[src/rtl/prog_fetch_unit.sv]
// prog_fetch_unit: program-ROM reader. Owns the PC, drives the ROM address,
// captures the returned word into the instruction register and resolves
// GOTO / CALL / RETURN / RETFIE / RETLW / skip / computed jumps locally with
// a circular hardware return stack.
//
// Optional feature macro: FETCH_STACK_ERR_EN
//   defined   -> an occupancy counter tracks the return stack and drives the
//                sticky stack_ovf / stack_unf flags.
//   undefined -> no counter; stack_ovf / stack_unf tied to 0. The stack still
//                wraps circularly and PC behaviour is identical.
//
// Output handshake: there is no backpressure on the instruction register.
// Every cycle without stall presents a new ir_out; ir_valid=1 marks a real
// instruction, ir_valid=0 marks a flushed bubble (ir_out=0, a NOP) whose
// ir_pc_out holds the address that will be (or would have been) fetched.
// While stall=1 all outputs hold their previous value.
module prog_fetch_unit #(
    parameter int STACK_DEPTH = 8,
    parameter int PC_W        = 11,
    parameter int IW          = 14
) (
    input  logic            clk,
    input  logic            rst_n,
    output logic [PC_W-1:0] rom_addr_out,
    input  logic [IW-1:0]   rom_data_in,
    input  logic            stall,
    input  logic            skip_req,
    input  logic            pc_load_en,
    input  logic [PC_W-1:0] pc_load_val,
    output logic [IW-1:0]   ir_out,
    output logic [PC_W-1:0] ir_pc_out,
    output logic            ir_valid,
    output logic            stack_ovf,
    output logic            stack_unf
);

    localparam int SP_W = (STACK_DEPTH > 1) ? $clog2(STACK_DEPTH) : 1;

    logic [PC_W-1:0] pc_q, pc_d;
    logic [IW-1:0]   ir_q, ir_d;
    logic [PC_W-1:0] ir_pc_q, ir_pc_d;
    logic            ir_valid_q, ir_valid_d;
    logic [SP_W-1:0] sp_q, sp_d;
    logic [SP_W-1:0] sp_m1;
    logic [PC_W-1:0] stack_q [STACK_DEPTH];

    logic            is_goto;
    logic            is_call;
    logic            is_ret;
    logic            push;
    logic            pop;
    logic            redirect;
    logic [PC_W-1:0] target;

    // Decode the held instruction; bubbles never decode as control ops.
    always_comb begin
        is_goto = ir_valid_q && (ir_q[IW-1:IW-3] == 3'b101);
        is_call = ir_valid_q && (ir_q[IW-1:IW-3] == 3'b100);
        is_ret  = ir_valid_q && ((ir_q == IW'(14'h0008)) ||
                                 (ir_q == IW'(14'h0009)) ||
                                 (ir_q[IW-1:IW-4] == 4'b1101));
    end

    assign sp_m1 = sp_q - SP_W'(1);

    // Next-state selection in priority order: stall, computed load, GOTO,
    // CALL, return family, skip, sequential fetch.
    always_comb begin
        pc_d       = pc_q;
        ir_d       = ir_q;
        ir_pc_d    = ir_pc_q;
        ir_valid_d = ir_valid_q;
        sp_d       = sp_q;
        push       = 1'b0;
        pop        = 1'b0;
        redirect   = 1'b0;
        target     = '0;
        if (!stall) begin
            if (pc_load_en) begin
                redirect = 1'b1;
                target   = pc_load_val;
            end else if (is_goto) begin
                redirect = 1'b1;
                target   = ir_q[PC_W-1:0];
            end else if (is_call) begin
                redirect = 1'b1;
                push     = 1'b1;
                target   = ir_q[PC_W-1:0];
                sp_d     = sp_q + SP_W'(1);
            end else if (is_ret) begin
                redirect = 1'b1;
                pop      = 1'b1;
                target   = stack_q[sp_m1];
                sp_d     = sp_m1;
            end

            if (redirect) begin
                // Drop the word fetched this cycle; fetch the target next.
                ir_d       = '0;
                ir_valid_d = 1'b0;
                ir_pc_d    = target;
                pc_d       = target;
            end else if (skip_req) begin
                ir_d       = '0;
                ir_valid_d = 1'b0;
                ir_pc_d    = pc_q;
                pc_d       = pc_q + PC_W'(1);
            end else begin
                ir_d       = rom_data_in;
                ir_valid_d = 1'b1;
                ir_pc_d    = pc_q;
                pc_d       = pc_q + PC_W'(1);
            end
        end
    end

    // Fetch pipeline and stack pointer registers.
    always_ff @(posedge clk or negedge rst_n) begin
        if (!rst_n) begin
            pc_q       <= '0;
            ir_q       <= '0;
            ir_pc_q    <= '0;
            ir_valid_q <= 1'b0;
            sp_q       <= '0;
        end else begin
            pc_q       <= pc_d;
            ir_q       <= ir_d;
            ir_pc_q    <= ir_pc_d;
            ir_valid_q <= ir_valid_d;
            sp_q       <= sp_d;
        end
    end

    // Return-stack storage; contents deliberately survive reset.
    always_ff @(posedge clk) begin
        if (push) begin
            stack_q[sp_q] <= pc_q;
        end
    end

`ifdef FETCH_STACK_ERR_EN
    localparam logic [SP_W:0] CNT_MAX = (SP_W+1)'(STACK_DEPTH);

    logic [SP_W:0] cnt_q, cnt_d;
    logic          ovf_q, ovf_d;
    logic          unf_q, unf_d;

    // Saturating occupancy count and sticky error flags.
    always_comb begin
        cnt_d = cnt_q;
        ovf_d = ovf_q;
        unf_d = unf_q;
        if (push) begin
            if (cnt_q == CNT_MAX) begin
                ovf_d = 1'b1;
            end else begin
                cnt_d = cnt_q + (SP_W+1)'(1);
            end
        end else if (pop) begin
            if (cnt_q == '0) begin
                unf_d = 1'b1;
            end else begin
                cnt_d = cnt_q - (SP_W+1)'(1);
            end
        end
    end

    // Error tracker registers.
    always_ff @(posedge clk or negedge rst_n) begin
        if (!rst_n) begin
            cnt_q <= '0;
            ovf_q <= 1'b0;
            unf_q <= 1'b0;
        end else begin
            cnt_q <= cnt_d;
            ovf_q <= ovf_d;
            unf_q <= unf_d;
        end
    end

    assign stack_ovf = ovf_q;
    assign stack_unf = unf_q;
`else
    assign stack_ovf = 1'b0;
    assign stack_unf = 1'b0;
`endif

    assign rom_addr_out = pc_q;
    assign ir_out       = ir_q;
    assign ir_pc_out    = ir_pc_q;
    assign ir_valid     = ir_valid_q;

endmodule

[config.mk]
export PLATFORM = sky130hd
export DESIGN_NAME = prog_fetch_unit
export DESIGN_NICKNAME = d
export VERILOG_FILES = /design/src/rtl/prog_fetch_unit.sv
export SDC_FILE = /design/constraint.sdc
export NUM_CORES = 1
export LEC_CHECK = 0
export ABC_CLOCK_PERIOD_IN_PS = 2700
export BUFFER_PORTS_ARGS = -buffer_cell sky130_fd_sc_hd__buf_2
export CAP_MARGIN = 5
export CORE_UTILIZATION = 58
export DETAILED_ROUTE_END_ITERATION = 12
export PLACE_DENSITY = 0.8
export SYNTH_ARGS = -nofsm -noshare
export SYNTH_HDL_FRONTEND = slang
export SYNTH_SLANG_ARGS = --single-unit
[constraint.sdc]
create_clock -name clk -period 2.7 [get_ports clk]
set_input_delay 0.405 -clock clk [delete_from_list [all_inputs] [get_ports clk]]
set_output_delay 0.405 -clock clk [all_outputs]
set_load 0.01 [all_outputs]
==> impl_results.md, run 1 <==
* Outcome: complete, no violations
* Maximum number of pins on one net before global-route repair at 45
* Initial Utilization at between 60 and 70%
* Required time worst endpoint at 3.11 ns
* Placed instance area at ~0.0062 mm²
* Maximum fanout encountered on the critical timing path at 6
* Leakage dissipation at 2.746 nW
* Final max-slew violation count at 0
* Register bit total from synthesis at around 130
* First-pass GRT wire length at 19510 µm
* DPL Wire Length at approximately 8100 µm
* Count of antenna diodes in the layout at 0
* Die boundary height at between 100 and 150 µm
* End of the worst register-to-register path: ir_pc_out[7]
* Number of failing setup endpoints in the final timing report at 0
* Syn. warnings at 0
* Cell area after synthesis at 0.005746 mm²
* Sink count of the clock tree at approximately 130
* Register-to-Register Setup Slack at 0.22 ns
* R2r worst-path depth at 8
* Buffer cell driving the clock tree root: clkbuf_8
* Drt initial violations at around 280
* Wire length after detailed routing at approximately 12000 µm
* Fin crit share at about 92%
* Final worst path period need at about 2.5 ns
* Post-route cell area at about 0.0068 mm²
* Number of hold-repair buffers added at the cts stage at 0
* Total iterations of the first detailed-routing run at 7
* Routed via count at roughly 3700
* Share of post-route cells with drive strength above 1 at a little under a third
* Total clock buffers created by CTS at 17
* Post-detailed-route via-to-cell ratio at between 6 and 7
* Relative area change from synthesis to final layout at 18.12%
* Number of instances in the synthesized netlist at a little under 400
* Number of antenna violations at the first check in global routing at 0
* Number of endpoints with negative hold slack in the final report at 0
* Number of global-route vias before repair at roughly 3600
* Die Area at roughly 0.010 mm²
* Resized Gates After CTS at 0
* Drt drc at 0
* Gpl congestion at between 0.8 and 0.9
* Type of the worst setup path: reg -> reg
* Chip Width at approximately 100 µm
* Maximum clock rate at just over 0.4 GHz
* Clock H-tree levels at 4
* Largest clock skew in the final design at ~0.0097 ns
* Final core utilization at between 70% and 80%
* Max-Slew Margin vs Limit at roughly 39%
* Core Footprint at roughly 0.0094 mm²
* Buffers on Ports at 66
* Worst slew pin tran at slightly above 0.9 ns
* Overall power at just under 6 mW
* Max VDD drop at a little under 0.6 mV
* Worst Setup Slack, final at about 0.22 ns
* Std cell rows at 35
* Sum of negative setup slack at 0 ns
* Clk_lat worst skew at roughly 0.52 ns
* Longest Clk Path Bufs at 2
* Element type at the critical path end: register
* Reg-to-Reg Start: sp_q[1]
* Proportion of synthesized flip-flops having asynchronous set or reset at roughly 31%
* Arrival time at the worst endpoint at a little under 3 ns
* Critical path startpoint category: register
* Num ports at 69
* Post-synth EDFFs at 88
* Register clock-pin slew on the reported worst setup and hold paths at approximately 0.060 ns
* Count of nets left with antenna violations after detail routing at 0
* Part of the Yosys area used for sequential elements at a little under two thirds
* Worst min-delay path category: in -> async
* Post-Synthesis Mean Instance Area at ~15 µm²
* Combined global-route utilization of all metal layers at 26.92%
* Primary FF master, synth: edfxtp_1
* Count of distinct cell types in the synthesized netlist at 51
* Final-stage net count at just over 500
* Number of buffers added for setup after CTS at 0
* Dpl ws at 0.2411 ns
* Max Cap Violations at 0
* Total gr overflow at 0
* Unrepaired setup endpoints after global routing: no
* TritonCTS clock tree: built
* Power per Cell Area at approximately 860 mW/mm²
* Mean routed wirelength per cell at 20.05 µm
[worst max path at each step]
stage | slack [ns] | depth (start not counted) | from | endpoint
after floorplan | 0.32 | 4 | ir_out[12] | stack_q[1][0]
after global placement | 0.40 | 8 | sp_q[1] | ir_pc_out[7]
after detailed placement | 0.24 | 8 | sp_q[1] | ir_pc_out[7]
after CTS | 0.23 | 8 | sp_q[1] | ir_pc_out[7]
after global routing | 0.11 | 8 | sp_q[1] | ir_pc_out[7]
final | 0.22 | 8 | sp_q[1] | ir_pc_out[7]
[cells in the final DEF (no fill, tap or decap), types with 5 or more instances in the layout]
master	instances
a22o_1	14
edfxtp_1	88
dfrtp_1	39
o211ai_1	19
nor2_1	9
buf_4	21
mux4_2	11
o31ai_2	9
nand2_1	38
mux2i_1	42
a21oi_1	13
nand3_1	10
clkbuf_16	16
inv_6	7
buf_2	66
o211ai_2	5
[registers in the layout, indices dropped and copies added, names as in the netlist]
signal	flops
ir_out	14
ir_pc_out	11
ir_valid	1
rom_addr_out	11
sp_q	3
stack_q	88
[cell usage after synthesis (all sizes together), types with 3 or more instances]
master  number  area share (%)
edfxtp      88              46
mux2i       42             7.3
dfrtp       40              17
nand2       38             2.5
o211ai      24             3.6
buf         16             2.2
a22o        14             2.1
a21oi       13             1.1
mux4        12             4.8
nand3       11             1.0
o31ai       11             2.2
clkbuf      10            0.65
nor2        10            0.70
nor4         5             1.0
a31oi        4            0.44
inv          4            0.26
nand2b       4            0.44
nand4        4            0.44
nor2b        4            0.44
nor3         4            0.35
o21ai        4            0.35
o311ai       4            0.61
or3          4            0.44
xnor2        4            0.74
and2         3            0.33
ha           3            0.65
[per-layer routing]
metal	wire length [µm]	vias to the layer above	GRT usage (%)	share of wire, %
met2	6089	158	41.01	49
met3	892	17	6.832	7.2
met1	5139	1836	37.03	42
li1	-	1705	-	-
met4	228	0	11.82	1.8
met5	0	-	0	0
[critical path, cell delays in order (launching register included)]
cell,delay (ns)
dfrtp_1,0.44
inv_1,0.11
ha_1,0.23
xnor2_2,0.19
buf_4,0.19
mux4_1,0.57
o31ai_1,0.33
o211ai_1,0.20
o311ai_1,0.13
[metrics by stage]
stage	hold WS, ns	cells
floorplan	0.1094	394
global placement	0.4806	584
detailed placement	0.4897	584
CTS	0.02815	616
global route	0.07974	616
finish	0.01986	616
[area by class of cell]
class,count,area [µm²]
Tap cell,129,161.4
Clock inverter,15,138.9
Multi-Input combinational cell,235,1921
Sequential cell,128,3645
Timing Repair Buffer,87,488.0
Inverter,5,18.77
Clock buffer,17,414.1
Fill cell,596,2629
[power breakdown]
| group | switching (mW) | internal [mW] | leakage [nW] |
|---|---|---|---|
| Sequential | 0.164 | 2.27 | 1.30 |
| Combinational | 0.702 | 0.608 | 1.17 |
| Clock | 0.935 | 1.17 | 0.269 |
[kinds of logic after synthesis]
group	after synthesis	synth area share, %
AOI/OAI and AO/OA	78	11.06
DFF	128	63.41
other	1	0.06527
adders and majority gates	3	0.6534
and+or+nand+nor	93	8.558
xor gates and xnor gates	4	0.7406
buffers and inverters	31	3.223
muxes	55	12.28
(Power assumes the default switching activity.)
==> run 2: changes to the inputs <==
CORE_MARGIN = 4   (was not set)
PLACE_DENSITY = 0.87   (was 0.8)
==> run 2 against run 1 <==
  * Clock power is 5% higher
  * Die area up 12%
  * Global-route usage down 1.8 points
  * Non-clock buffer count rose by 4
  * Via count grew 5.0%
  * Sequential share of layout area fell by 0.59 points
  * First-iteration DRC count grew 36%
  * Core utilization fell by 1.6 points
  * Combinational power about the same
  * Final area rose by 1.1%
  * Hold slack worse by 0.0034 ns
  * Largest cell class unchanged
==> impl_results.md, run 2 (same netlist as run 1, synthesis figures left out) <==
* Outcome: complete, no violations
* Max Cap Violations at 0 (unchanged)
* Final core utilization at 70.52% (-1.6 points)
* Cell seen most often among critical-path stages: o211ai_1
* Post-detailed-route via-to-cell ratio at 6.252 (+3.6%)
* Relative area change from synthesis to final layout at 19.43%
* Total clock buffers created by CTS at 17 (unchanged)
* Arrival time at the worst endpoint at 2.90 ns (about the same)
* Maximum number of pins on one net before global-route repair at 45 (unchanged)
* Flip-flop count of the largest register, all copies and words added at 88 (unchanged)
* Critical-path cell with the highest stage delay: mux4_2
* Routed via count at 3901 (+5.0%)
* Buffer cell driving the clock tree root: clkbuf_8
* Gpl congestion at 0.8659 (+3.2%)
* Count of nets left with antenna violations after detail routing at 0 (unchanged)
* Element type at the critical path end: register
* Combined global-route utilization of all metal layers at 25.08% (-1.8 points)
* Number of fill cells at 628 (+5.4%)
* Number of hold-repair buffers added at the cts stage at 0 (unchanged)
* Initial Utilization at 59.05% (-2.0 points)
* TritonCTS clock tree: built
* Buffers on Ports at 66 (unchanged)
* Register clock-pin slew on the reported worst setup and hold paths at 0.07 ns (about the same)
* Type of the worst setup path: reg -> reg
* Crit path largest cell delay at 0.53 ns (-0.04 ns)
* Largest clock skew in the final design at 0.01314 ns (+0.003405 ns)
* DPL Wire Length at 8948 µm (+10%)
* Power per Cell Area at 872.7 mW/mm² (+1.2%)
* Longest Clk Path Bufs at 2 (unchanged)
* Share of post-route cells with drive strength above 1 at 31.98% (+0.56 points)
* Number of endpoints with negative hold slack in the final report at 0 (unchanged)
* Std cell rows at 36 (+2.9%)
* Leakage dissipation at 2.786 nW (+1.5%)
* Number of failing setup endpoints in the final timing report at 0 (unchanged)
* Top library cells by usage in the layout, fill and taps aside: edfxtp_1 (88), buf_2 (66), mux2i_1 (42)
* First-pass GRT wire length at 21490 µm (+10%)
* Total gr overflow at 0 (unchanged)
* Post-route cell area at 0.006862 mm² (+1.1%)
* Register with the most flip-flops: stack_q
* Count of antenna diodes in the layout at 0 (unchanged)
* Number of global-route vias before repair at 3832 (+7.6%)
* Num ports at 69 (unchanged)
* Sink count of the clock tree at 128 (unchanged)
* Required time worst endpoint at 3.13 ns (+0.02 ns)
* Unrepaired setup endpoints after global routing: no
* Die Area at 0.01156 mm² (+12%)
* Worst min-delay path category: in -> async
* Register-to-Register Setup Slack at 0.23 ns (about the same)
* Cells along the critical path: inv_1 -> ha_1 -> xnor2_2 -> buf_4 -> mux4_2 -> o31ai_2 -> o211ai_1 -> o211ai_1
* Sum of negative setup slack at 0 ns (unchanged)
* Number of buffers added for setup after CTS at 0 (unchanged)
* Mean routed wirelength per cell at 21.86 µm (+9.0%)
* Number of antenna violations at the first check in global routing at 0 (unchanged)
* Critical path startpoint category: register
* Max VDD drop at 0.7016 mV (+18%)
* Clock H-tree levels at 4 (unchanged)
* Placed instance area at 0.006281 mm² (+0.76%)
* Die boundary height at 107.5 µm (+5.9%)
* Maximum clock rate at 0.4043 GHz (+0.37%)
* Most common cell after layout, fill and taps aside: edfxtp_1
* Final worst path period need at 2.474 ns (-0.009244 ns)
* Fin crit share at 91.62% (-0.34 points)
* Wire length after detailed routing at 13640 µm (+10%)
* R2r worst-path depth at 8 (unchanged)
* Final max-slew violation count at 0 (unchanged)
* Final-stage net count at 511 (+0.79%)
* Resized Gates After CTS at 0 (unchanged)
* Clk_lat worst skew at 0.52 ns (about the same)
* Chip Width at 107.5 µm (+5.9%)
* Maximum fanout encountered on the critical timing path at 8 (+2)
* Total iterations of the first detailed-routing run at 5 (-2)
* Max-Slew Margin vs Limit at 38.08% (-0.72 points)
* Worst slew pin tran at 0.9288 ns (+0.01080 ns)
* Drt drc at 0 (unchanged)
* Core Footprint at 0.009729 mm² (+3.3%)
* Drt initial violations at 384 (+36%)
[run 2: worst max-delay path, delay by kind of cell, from the launching register on]
kind                     cells  cell delay, ns
XOR/XNOR                     1            0.27
AO/OA/AOI/OAI                3            0.56
flip-flops                   1            0.42
buffers and inverters        2            0.37
multiplexers                 1            0.53
adder cells (fa/ha/maj)      1            0.23
[run 2: area by class of cell]
cell class / count / area (µm²) / share of cell area, %
flip-flops and latches: 128 / 3645 / 53.12
multi-input cells: 235 / 1921 / 27.99
repair buffers: 91 / 530.5 / 7.732
inverters: 5 / 18.77 / 0.2735
well taps: 133 / 166.4 / 2.425
clock inverters: 15 / 166.4 / 2.425
clock buffers: 17 / 414.1 / 6.036
[run 2: stage by stage]
stage	instances	total power [mW]	hold WS (ns)	setup slack (ns)
floorplan	394	3.422	0.1094	0.3202
global placement	592	3.739	0.4829	0.4155
detailed placement	592	3.787	0.4888	0.3047
CTS	624	5.994	0.02505	0.2543
global route	624	6.220	0.08708	0.09303
finish	624	5.988	0.01643	0.2264
[run 2: metal layers]
metal	up-vias	track usage, %	routed length (µm)
met1	1914	33.26	5140
met5	-	0	0
met2	250	39.92	6823
met3	29	7.139	1366
met4	0	8.747	309
li1	1708	-	-
[run 2: worst paths after layout]
kind | from | end
max | sp_q[1] | ir_pc_out[3]
max in group asynchronous | rst_n | sp_q[0]
max reg2reg | sp_q[1] | ir_pc_out[3]
min in group clk | rom_data_in[6] | ir_out[6]
min | rst_n | ir_out[10]
min reg2reg | ir_pc_out[5] | ir_pc_out[5]
[run 2: where the power goes]
group	switching (mW)	internal (mW)
Sequential	0.180	2.27
Clock	0.945	1.27
Combinational	0.700	0.622
==> run 3: changes to the inputs <==
RECOVER_POWER = 100   (was not set)
==> run 3 against run 2 <==
  * The flow now finishes with violations (max-capacitance violations, max-slew violations)
  * Sequential power about the same
  * Maximum frequency decreased by 1.9%
  * Core utilization decreased by 1.7 points
  * Combinational power decreased by 5%
  * Clock skew decreased by 0.0010 ns
  * Critical endpoint is now rom_addr_out[6]
==> impl_results.md, run 3 (same netlist as run 1, synthesis figures left out) <==
* Fin crit share at 93.40% (+1.8 points)
* Outcome: finished, violations left
* Clock H-tree levels at 4 (unchanged)
* First-pass GRT wire length at 21490 µm (unchanged)
* Worst slack on hold paths at 0.09531 ns (+0.07888 ns)
* Type of the worst setup path: reg -> reg
* Wire length after detailed routing at 13650 µm (+0.10%)
* Placed instance area at 0.006281 mm² (unchanged)
* Overall power at 5.931 mW (-0.95%)
* Count of antenna diodes in the layout at 0 (unchanged)
* Most common cell after layout, fill and taps aside: edfxtp_1
* Power per Cell Area at 885.9 mW/mm² (+1.5%)
* Register clock-pin slew on the reported worst setup and hold paths at 0.07 ns (about the same)
* Resized Gates After CTS at 0 (unchanged)
* Top library cells by usage in the layout, fill and taps aside: edfxtp_1 (88), clkbuf_1 (51), mux2i_1 (42)
* Routed via count at 3915 (+0.36%)
* Maximum clock rate at 0.3966 GHz (-1.9%)
* Sum of negative setup slack at 0 ns (unchanged)
* Total iterations of the first detailed-routing run at 5 (unchanged)
* Maximum fanout encountered on the critical timing path at 8 (unchanged)
* Combined global-route utilization of all metal layers at 25.08% (unchanged)
* Total clock buffers created by CTS at 17 (unchanged)
* Number of buffers added for setup after CTS at 0 (unchanged)
* Required time worst endpoint at 3.09 ns (-0.04 ns)
* Die Area at 0.01156 mm² (unchanged)
* Std cell rows at 36 (unchanged)
* Arrival time at the worst endpoint at 2.91 ns (about the same)
* Leakage dissipation at 2.588 nW (-7.1%)
* Dpl ws at 0.3047 ns (unchanged)
* Die boundary height at 107.5 µm (unchanged)
* Max-Slew Margin vs Limit at -47.47% (-86 points)
* Initial Utilization at 59.05% (unchanged)
* Critical path startpoint category: register
* Number of global-route vias before repair at 3832 (unchanged)
* Post-detailed-route via-to-cell ratio at 6.274 (+0.36%)
* Core Footprint at 0.009729 mm² (unchanged)
* Post-route insts no fill at 624 (unchanged)
* Num ports at 69 (unchanged)
* Drt initial violations at 397 (+3.4%)
* Post-route cell area at 0.006695 mm² (-2.4%)
* Number of antenna violations at the first check in global routing at 0 (unchanged)
* Final worst path period need at 2.522 ns (+0.04809 ns)
* Longest Clk Path Bufs at 2 (unchanged)
* Failing checks: max-capacitance violations, max-slew violations
* Number of endpoints with negative hold slack in the final report at 0 (unchanged)
* Gpl congestion at 0.8659 (unchanged)
* Drt drc at 0 (unchanged)
* Count of nets left with antenna violations after detail routing at 0 (unchanged)
* TritonCTS clock tree: built
* Clk_lat worst skew at 0.52 ns (about the same)
* Worst Setup Slack, final at 0.1783 ns (-0.04809 ns)
* Element type at the critical path end: register
* Buffers on Ports at 66 (unchanged)
* Final max-slew violation count at 41 (+41)
* DPL Wire Length at 8948 µm (unchanged)
* Unrepaired setup endpoints after global routing: no
* Number of hold-repair buffers added at the cts stage at 0 (unchanged)
* Flip-flop count of the largest register, all copies and words added at 88 (unchanged)
* Sink count of the clock tree at 128 (unchanged)
* Worst min-delay path category: in -> reg
* Max VDD drop at 0.7058 mV (+0.60%)
* Number of failing setup endpoints in the final timing report at 0 (unchanged)
* Chip Width at 107.5 µm (unchanged)
* Total gr overflow at 0 (unchanged)
* Share of post-route cells with drive strength above 1 at 19.35% (-13 points)
* Largest clock skew in the final design at 0.01210 ns (-0.001044 ns)
* Worst slew pin tran at 2.212 ns (+1.283 ns)
* Final-stage net count at 511 (unchanged)
* Relative area change from synthesis to final layout at 16.53%
* Max Cap Violations at 1 (+1)
* Instance count after placement with tap cells included at 592 (unchanged)
* Mean routed wirelength per cell at 21.88 µm (+0.10%)
* Buffer cell driving the clock tree root: clkbuf_8
* Register with the most flip-flops: stack_q
* Final core utilization at 68.81% (-1.7 points)
* Maximum number of pins on one net before global-route repair at 45 (unchanged)
run 3: final timing paths:
check / start / to / slack [ns] / cells past startpoint
min in group asynchronous: rst_n / ir_out[10] / 0.53 / 1
worst min-delay path: rom_data_in[6] / ir_out[6] / 0.1 / 2
worst max register to register: sp_q[1] / rom_addr_out[6] / 0.18 / 8
max in group asynchronous: rst_n / sp_q[0] / 0.74 / 1
worst max-delay path: sp_q[1] / rom_addr_out[6] / 0.18 / 8
worst min register to register: ir_pc_out[5] / ir_pc_out[5] / 0.52 / 2
run 3: routing by layer:
metal	global-route usage, %	part of all wire [%]
met2	39.92	49
met4	8.747	2.7
met5	0	0
met3	7.139	10
met1	33.26	38
run 3: power by group:
group / internal (mW) / total (mW) / switching (mW)
sequential: 2.27 / 2.45 / 0.181
combinational: 0.581 / 1.26 / 0.680
clock: 1.27 / 2.22 / 0.946
total: 4.12 / 5.93 / 1.81
run 3: cell type report:
cell class                      instances  area (µm²)
Clock buffer                           17       414.1
Multi-Input combinational cell        235        1861
Sequential cell                       128        3645
Inverter                                5       18.77
Timing Repair Buffer                   91       424.2
Tap cell                              133       166.4
Fill cell                             689        3034
Clock inverter                         15       166.4
run 3: worst max-delay path: stages (launching register included):
cell and delay (ns):
dfrtp_1 0.42, inv_1 0.09, ha_1 0.23, xnor2_2 0.27, buf_4 0.27, mux4_2 0.54
o31ai_1 0.26, o211ai_1 0.17, o311ai_0 0.14
